$ cat src/rtl/axis_to_fifo_rd_bridge.sv
// AXI-Stream slave to standard-mode (non-FWFT) FIFO read port bridge.
// A small circular buffer stores {tlast, tdata}; read data appears the cycle after rd_en_i.
module axis_to_fifo_rd_bridge #(
  parameter int DWIDTH    = 8,
  parameter int AWIDTH    = 2,
  parameter int AE_THRESH = 1
) (
  input  logic              clk,
  input  logic              rst,
  input  logic [DWIDTH-1:0] s_axis_tdata,
  input  logic              s_axis_tvalid,
  output logic              s_axis_tready,
  input  logic              s_axis_tlast,
  input  logic              rd_en_i,
  output logic [DWIDTH-1:0] rd_data_o,
  output logic              rd_last_o,
  output logic              rd_valid_o,
  output logic              empty_o,
  output logic              almost_empty_o,
  output logic [AWIDTH:0]   level_o,
  output logic              underflow_o
);

  localparam int DEPTH = 1 << AWIDTH;
  localparam logic [AWIDTH:0]   FULL_LEVEL = (AWIDTH+1)'(DEPTH);
  localparam logic [AWIDTH:0]   AE_LEVEL   = (AWIDTH+1)'(AE_THRESH);
  localparam logic [AWIDTH:0]   LEVEL_ONE  = (AWIDTH+1)'(1);
  localparam logic [AWIDTH-1:0] PTR_ONE    = AWIDTH'(1);

  logic [DWIDTH:0]   mem_q [DEPTH];

  logic [AWIDTH-1:0] wr_ptr_q, wr_ptr_d;
  logic [AWIDTH-1:0] rd_ptr_q, rd_ptr_d;
  logic [AWIDTH:0]   level_q, level_d;
  logic              tready_q, tready_d;
  logic              empty_q, empty_d;
  logic              ae_q, ae_d;
  logic [DWIDTH-1:0] rd_data_q, rd_data_d;
  logic              rd_last_q, rd_last_d;
  logic              rd_valid_q, rd_valid_d;
  logic              underflow_q, underflow_d;

  logic              wr_acc;
  logic              rd_acc;
  logic [DWIDTH:0]   rd_word;

  always_comb begin
    wr_acc      = s_axis_tvalid & tready_q;
    rd_acc      = rd_en_i & ~empty_q;
    rd_word     = mem_q[rd_ptr_q];

    wr_ptr_d    = wr_ptr_q;
    rd_ptr_d    = rd_ptr_q;
    level_d     = level_q;
    rd_data_d   = rd_data_q;
    rd_last_d   = rd_last_q;
    rd_valid_d  = 1'b0;
    underflow_d = underflow_q | (rd_en_i & empty_q);

    if (wr_acc) begin
      wr_ptr_d = wr_ptr_q + PTR_ONE;
    end

    if (rd_acc) begin
      rd_ptr_d   = rd_ptr_q + PTR_ONE;
      rd_data_d  = rd_word[DWIDTH-1:0];
      rd_last_d  = rd_word[DWIDTH];
      rd_valid_d = 1'b1;
    end

    if (wr_acc && !rd_acc) begin
      level_d = level_q + LEVEL_ONE;
    end else if (rd_acc && !wr_acc) begin
      level_d = level_q - LEVEL_ONE;
    end

    // Flags look at the post-update level so tready drops on the edge that fills the buffer.
    tready_d = (level_d != FULL_LEVEL);
    empty_d  = (level_d == '0);
    ae_d     = (level_d <= AE_LEVEL);
  end

  always_ff @(posedge clk or posedge rst) begin
    if (rst) begin
      wr_ptr_q    <= '0;
      rd_ptr_q    <= '0;
      level_q     <= '0;
      tready_q    <= 1'b0;
      empty_q     <= 1'b1;
      ae_q        <= 1'b1;
      rd_data_q   <= '0;
      rd_last_q   <= 1'b0;
      rd_valid_q  <= 1'b0;
      underflow_q <= 1'b0;
    end else begin
      wr_ptr_q    <= wr_ptr_d;
      rd_ptr_q    <= rd_ptr_d;
      level_q     <= level_d;
      tready_q    <= tready_d;
      empty_q     <= empty_d;
      ae_q        <= ae_d;
      rd_data_q   <= rd_data_d;
      rd_last_q   <= rd_last_d;
      rd_valid_q  <= rd_valid_d;
      underflow_q <= underflow_d;
    end
  end

  // Storage needs no reset: the pointers and level alone decide what is valid.
  always_ff @(posedge clk) begin
    if (wr_acc) begin
      mem_q[wr_ptr_q] <= {s_axis_tlast, s_axis_tdata};
    end
  end

  assign s_axis_tready  = tready_q;
  assign rd_data_o      = rd_data_q;
  assign rd_last_o      = rd_last_q;
  assign rd_valid_o     = rd_valid_q;
  assign empty_o        = empty_q;
  assign almost_empty_o = ae_q;
  assign level_o        = level_q;
  assign underflow_o    = underflow_q;

endmodule
$ cat config.mk
export PLATFORM = sky130hd
export DESIGN_NAME = axis_to_fifo_rd_bridge
export DESIGN_NICKNAME = d
export VERILOG_FILES = /design/src/rtl/axis_to_fifo_rd_bridge.sv
export SDC_FILE = /design/constraint.sdc
export NUM_CORES = 1
export LEC_CHECK = 0
export CORE_AREA = 2 2 91 93
export CTS_CLUSTER_SIZE = 12
export DETAILED_ROUTE_END_ITERATION = 6
export DIE_AREA = 0 0 93 95
export PLACE_DENSITY = 0.58
export SKIP_CTS_REPAIR_TIMING = 1
export SYNTH_ARGS = -nofsm -noshare
export SYNTH_HDL_FRONTEND = slang
export SYNTH_SLANG_ARGS = --single-unit
$ cat constraint.sdc
create_clock -name clk -period 1.7 [get_ports clk]
set_input_delay 0.255 -clock clk [delete_from_list [all_inputs] [get_ports clk]]
set_output_delay 0.255 -clock clk [all_outputs]
set_load 0.01 [all_outputs]
== Word-level counts from Yosys, hierarchy flattened ==
Memory sizes are Yosys's and may differ from the RTL's. A register that Yosys moved wholly into a read port is not among the register bits.
Index checks and enable logic that the tools add are counted.
Word-level totals
  logic and storage cells: 30
  input bits: 13
  output and inout bits: 17
  memories: 1
  register bits after elaboration: 12
  bits in writable memories: 36
Operators by class
  order comparisons: 1
  bitwise logic cells: 5
  equality and inequality tests: 1
  muxes and demuxes: 5
  $add $sub $neg: 4
  reduce and logical (&&, ||, !) cells: 5
Memory list
  mem_q: words 4, bits a word 9, rd ports 1, clocked after Yosys merged registers in 1, write ports 1, line 30  | logic [DWIDTH:0] mem_q [DEPTH];
Operators with widths (count)
  3-bit two-way mux: 2
  2-bit by 1-bit adder with 2-bit output (second input constant): 2
  3-bit by 1-bit adder with 3-bit output (second input constant): 1
  1-bit bitwise AND: 3
  3-bit by 1-bit less-or-equal comparator with 1-bit output (second input constant): 1
  3-bit zero test: 1
  1-bit two-way mux: 3
  3-bit inequality test (second input constant): 1
  3-bit by 1-bit subtractor with 3-bit output (second input constant): 1
  1-bit logical AND: 2
  1-bit zero test: 2
  1-bit NOT: 1
  1-bit OR: 1

== Logic depth before layout (Yosys ltp) ==
  depth after elaboration: 6
  mapped depth: 6

== Least setup slack after synthesis ==
No wires, ideal clock.
  kind: register to register
  start: register level_q[0], in the netlist level_o[0]
  end: register empty_q, in the netlist empty_o
  stages on the path, launching flop included: 7
  data required time: 1.631 ns
  path buffers: 0
  arrival time: 1.425 ns
  period minus slack after synthesis: 1.494 ns
  path slack: 0.206 ns
  cells stage by stage: dfrtp_1 > inv_1 > ha_1 > a21bo_2 > mux2i_1 > a22o_1 > nor2b_1
Between the ends
  cells in the longest elaborated chain, start to end: 4
Ends and longest elaborated chain
  from (decl): line 34  | logic [AWIDTH:0] level_q, level_d;
  from (signal assigned): line 98  | level_q <= level_d;
  3-bit by 1-bit subtractor with 3-bit output: line 74  | level_d = level_q - LEVEL_ONE;
  3-bit two-way mux: line 73  | end else if (rd_acc && !wr_acc) begin
  3-bit two-way mux (*): line 71  | if (wr_acc && !rd_acc) begin
  3-bit zero test (*): line 79  | empty_d = (level_d == '0);
  net empty_d: line 36  | logic empty_q, empty_d;
  to (signal assigned): line 100  | empty_q <= empty_d;
  to (decl): line 36
The timed path passes the listed nets; every way through them passes the cells marked *.
A chain may end at the register's enable or synchronous reset.

== Worst setup path in the final report ==
  start: register ae_q, in the netlist almost_empty_o
  end: output port almost_empty_o
RTL lines
  from (decl): line 37  | logic ae_q, ae_d;
  from (signal assigned): line 90  | ae_q <= 1'b1;
  from (signal assigned): line 101  | ae_q <= ae_d;
  to (decl): line 19  | output logic almost_empty_o,
No word-level cell between the ends.

==> reports/qor.yml <==
run_status: "completed"
die_y_microns: 95
place_ws_ns: -0.0199
syn2layout_area_growth_pct: 32.4
synthTopCellsByArea: "edfxtp_1 (47%), dfrtp_1 (21%), mux4_2 (7.9%)"
dieWidth_microns: 93
clkLatencyLatePin_ns: 0.32
layout-drive-gt1-share: 0.292
clkPwrFrac: 0.264
die_area_sq_mm: 0.00884
drtIter0Drc: 78
combinationalPowerShare: 0.319
ys_seq_elements: 57
setup_viol: 0
grt_pass1_vias: 1250
grt_util_met2: 0.179
avgSynthCellArea_sq_um: 18.6
path_max_fanout: 1
cts_htree_levels: 3
first_pass_iters: 4
end_kind: "output pin"
critical_path_buf_inv_count: 1
drc: 0
syn_nets: 142
holdWs_ns: 0.237
io_pins: 30
ys_seq_area_frac: 0.704
arrival_ns: 1.37
postRouteWirelength_microns: 3910
crit_chain: "clkdlybuf4s50_1"
swShare: 0.284
antenna_found_initial: 0
crit_required_ns: 1.44
setup_slack_ns: 0.0789
final_nets: 185
slew_headroom: 0.690
rsz0062_at_grt: "false"
path_delay_family: "buffers and inverters"
vdd_drop_max_mv: 0.618
r2r_end: "empty_o"
hold_path.class: "in -> async"
antenna_left: 0
core_area_sq_mm: 0.00793
drv_slew: 0
r2r-start: "level_o[0]"
cpMaxStageDelayCell: "clkdlybuf4s50_1"
clkTransAtPathRegs_ns: 0.07
grt_max_degree: 14
fill_cells: 757
initial_core_util: 0.288
drv_cap: 0
clockBufferDepth: 2
syn_area_sq_mm: 0.00228
clock-root-buffer: "clkbuf_8"
cts_buffers: 9
async_flop_share: 0.368
grt_use_total: 0.0974
min_period_ns: 1.62
finalCritPeriodShare: 0.954
cts_tree: "done"
startpoint: "almost_empty_o"
cp-start-kind: "flop"
n_antenna_cell: 0
clock.fmax_ghz: 0.617
hpwl_microns: 2770
rows: 33
power.density_mw_per_mm2: 1750
ys.flop_type: "edfxtp_1"
pwr-share-seq: 0.417
synth_top_cell_area_share: 0.473
overflow: 0
portBuffers: 29
grt_pass1_wl_microns: 6240
synth_most_common_cell: "edfxtp_1"
skew_ns: 0.00717
grt.met1_usage: 0.0981
clock_sinks: 57
gp_congestion: 0.753
via_count: 1167
worstMarginPinSlew_ns: 0.465
top_usage_layer: "met2"
yosys.area.top_type: "edfxtp_1"
synth_cells: 123
leakagePower_nw: 1.16
reg2reg_setup_slack_ns: 0.12
yosys_warnings: 0
grtUsageMet3: 0.0200
slowest_delay_ns: 0.53
wl_per_cell_microns: 14.1
synthTopCellsByCount: "edfxtp_1 (36), dfrtp_1 (19), mux2_2 (10)"
vias_per_cell: 4.23
hold_violations: 0
r2r_cells: 6
synth_cell_type_count: 27
intPower_mw: 3.80
p_sw_mw: 1.50
synth-edff-count: 36
path_class: "reg -> out"
-- metrics by stage --
stage | instance area, sq um | std cells | utilization | setup TNS (ns) | power, mW
detailed placement | 2790 | 260 | 0.352 | -0.0199 | 3.97
global placement | 2790 | 260 | 0.352 | 0 | 3.89
global route | 3020 | 276 | 0.381 | 0 | 5.61
floorplan | 2280 | 123 | - | 0 | 3.16
CTS | 3020 | 276 | 0.381 | -0.0299 | 5.39
finish | 3020 | 276 | 0.381 | 0 | 5.30
-- final cells by class --
class	count	area, sq um	share of cell area
sequential	57	1610	0.532
multi-input combinational	54	611	0.202
timing repair buffer	38	423	0.140
tap	105	131	0.0434
clock buffer	9	124	0.0410
clock inverter	7	103	0.0339
inverter	6	22.5	0.00745
-- cell families (layout without fill, tap and decap cells) --
kind of cell             count (synthesis)  in the layout  synth area share
flip-flops                              57             57             0.704
multiplexers                            21             21             0.148
AND/OR/NAND/NOR                         15             15            0.0438
buffers and inverters                   12             60            0.0285
AO/OA/AOI/OAI                            7              7            0.0230
adder cells (fa/ha/maj)                  6              6            0.0329
XOR/XNOR                                 5              5            0.0192
-- power groups by stage --
stage	combinational (mW)	clock (mW)	sequential (mW)
after floorplan	0.965	0	2.20
after global placement	1.67	0	2.22
after detailed placement	1.72	0	2.25
after CTS	1.73	1.43	2.22
after global routing	1.84	1.51	2.27
final	1.69	1.40	2.21
-- state kept, by name (all words and copies together), names as in the netlist --
signal          count
s_axis_tready       1
wr_ptr_q            2
rd_data_o           8
rd_last_o           1
rd_ptr_q            2
empty_o             1
underflow_o         1
mem_q              36
level_o             3
rd_valid_o          1
almost_empty_o      1
-- layer usage --
metal / share of wire / routed length, microns
met4: 0.018 / 72
met3: 0.027 / 104
met1: 0.39 / 1510
met5: 0 / 0
met2: 0.57 / 2210
-- layout by cell type, fill, tap and decap left out, drive strengths merged, types with 3 or more instances in the layout --
cell and count:
and3 4, buf 9, clkbuf 9, clkdlybuf4s50 28, dfrtp 19, edfxtp 36
ha 6, inv 8, mux2 10, mux4 9, nand2 3, xnor2 3
-- worst max path at each step --
| stage | to | slack, ns | cells after the start |
|---|---|---|---|
| after floorplan | empty_o | 0.21 | 6 |
| after global placement | empty_o | 0.04 | 5 |
| after detailed placement | empty_o | -0.02 | 5 |
| after CTS | empty_o | -0.02 | 1 |
| after global routing | empty_o | 0.008 | 6 |
| final | almost_empty_o | 0.08 | 1 |
No activity file was read; power rests on OpenSTA's default activity.
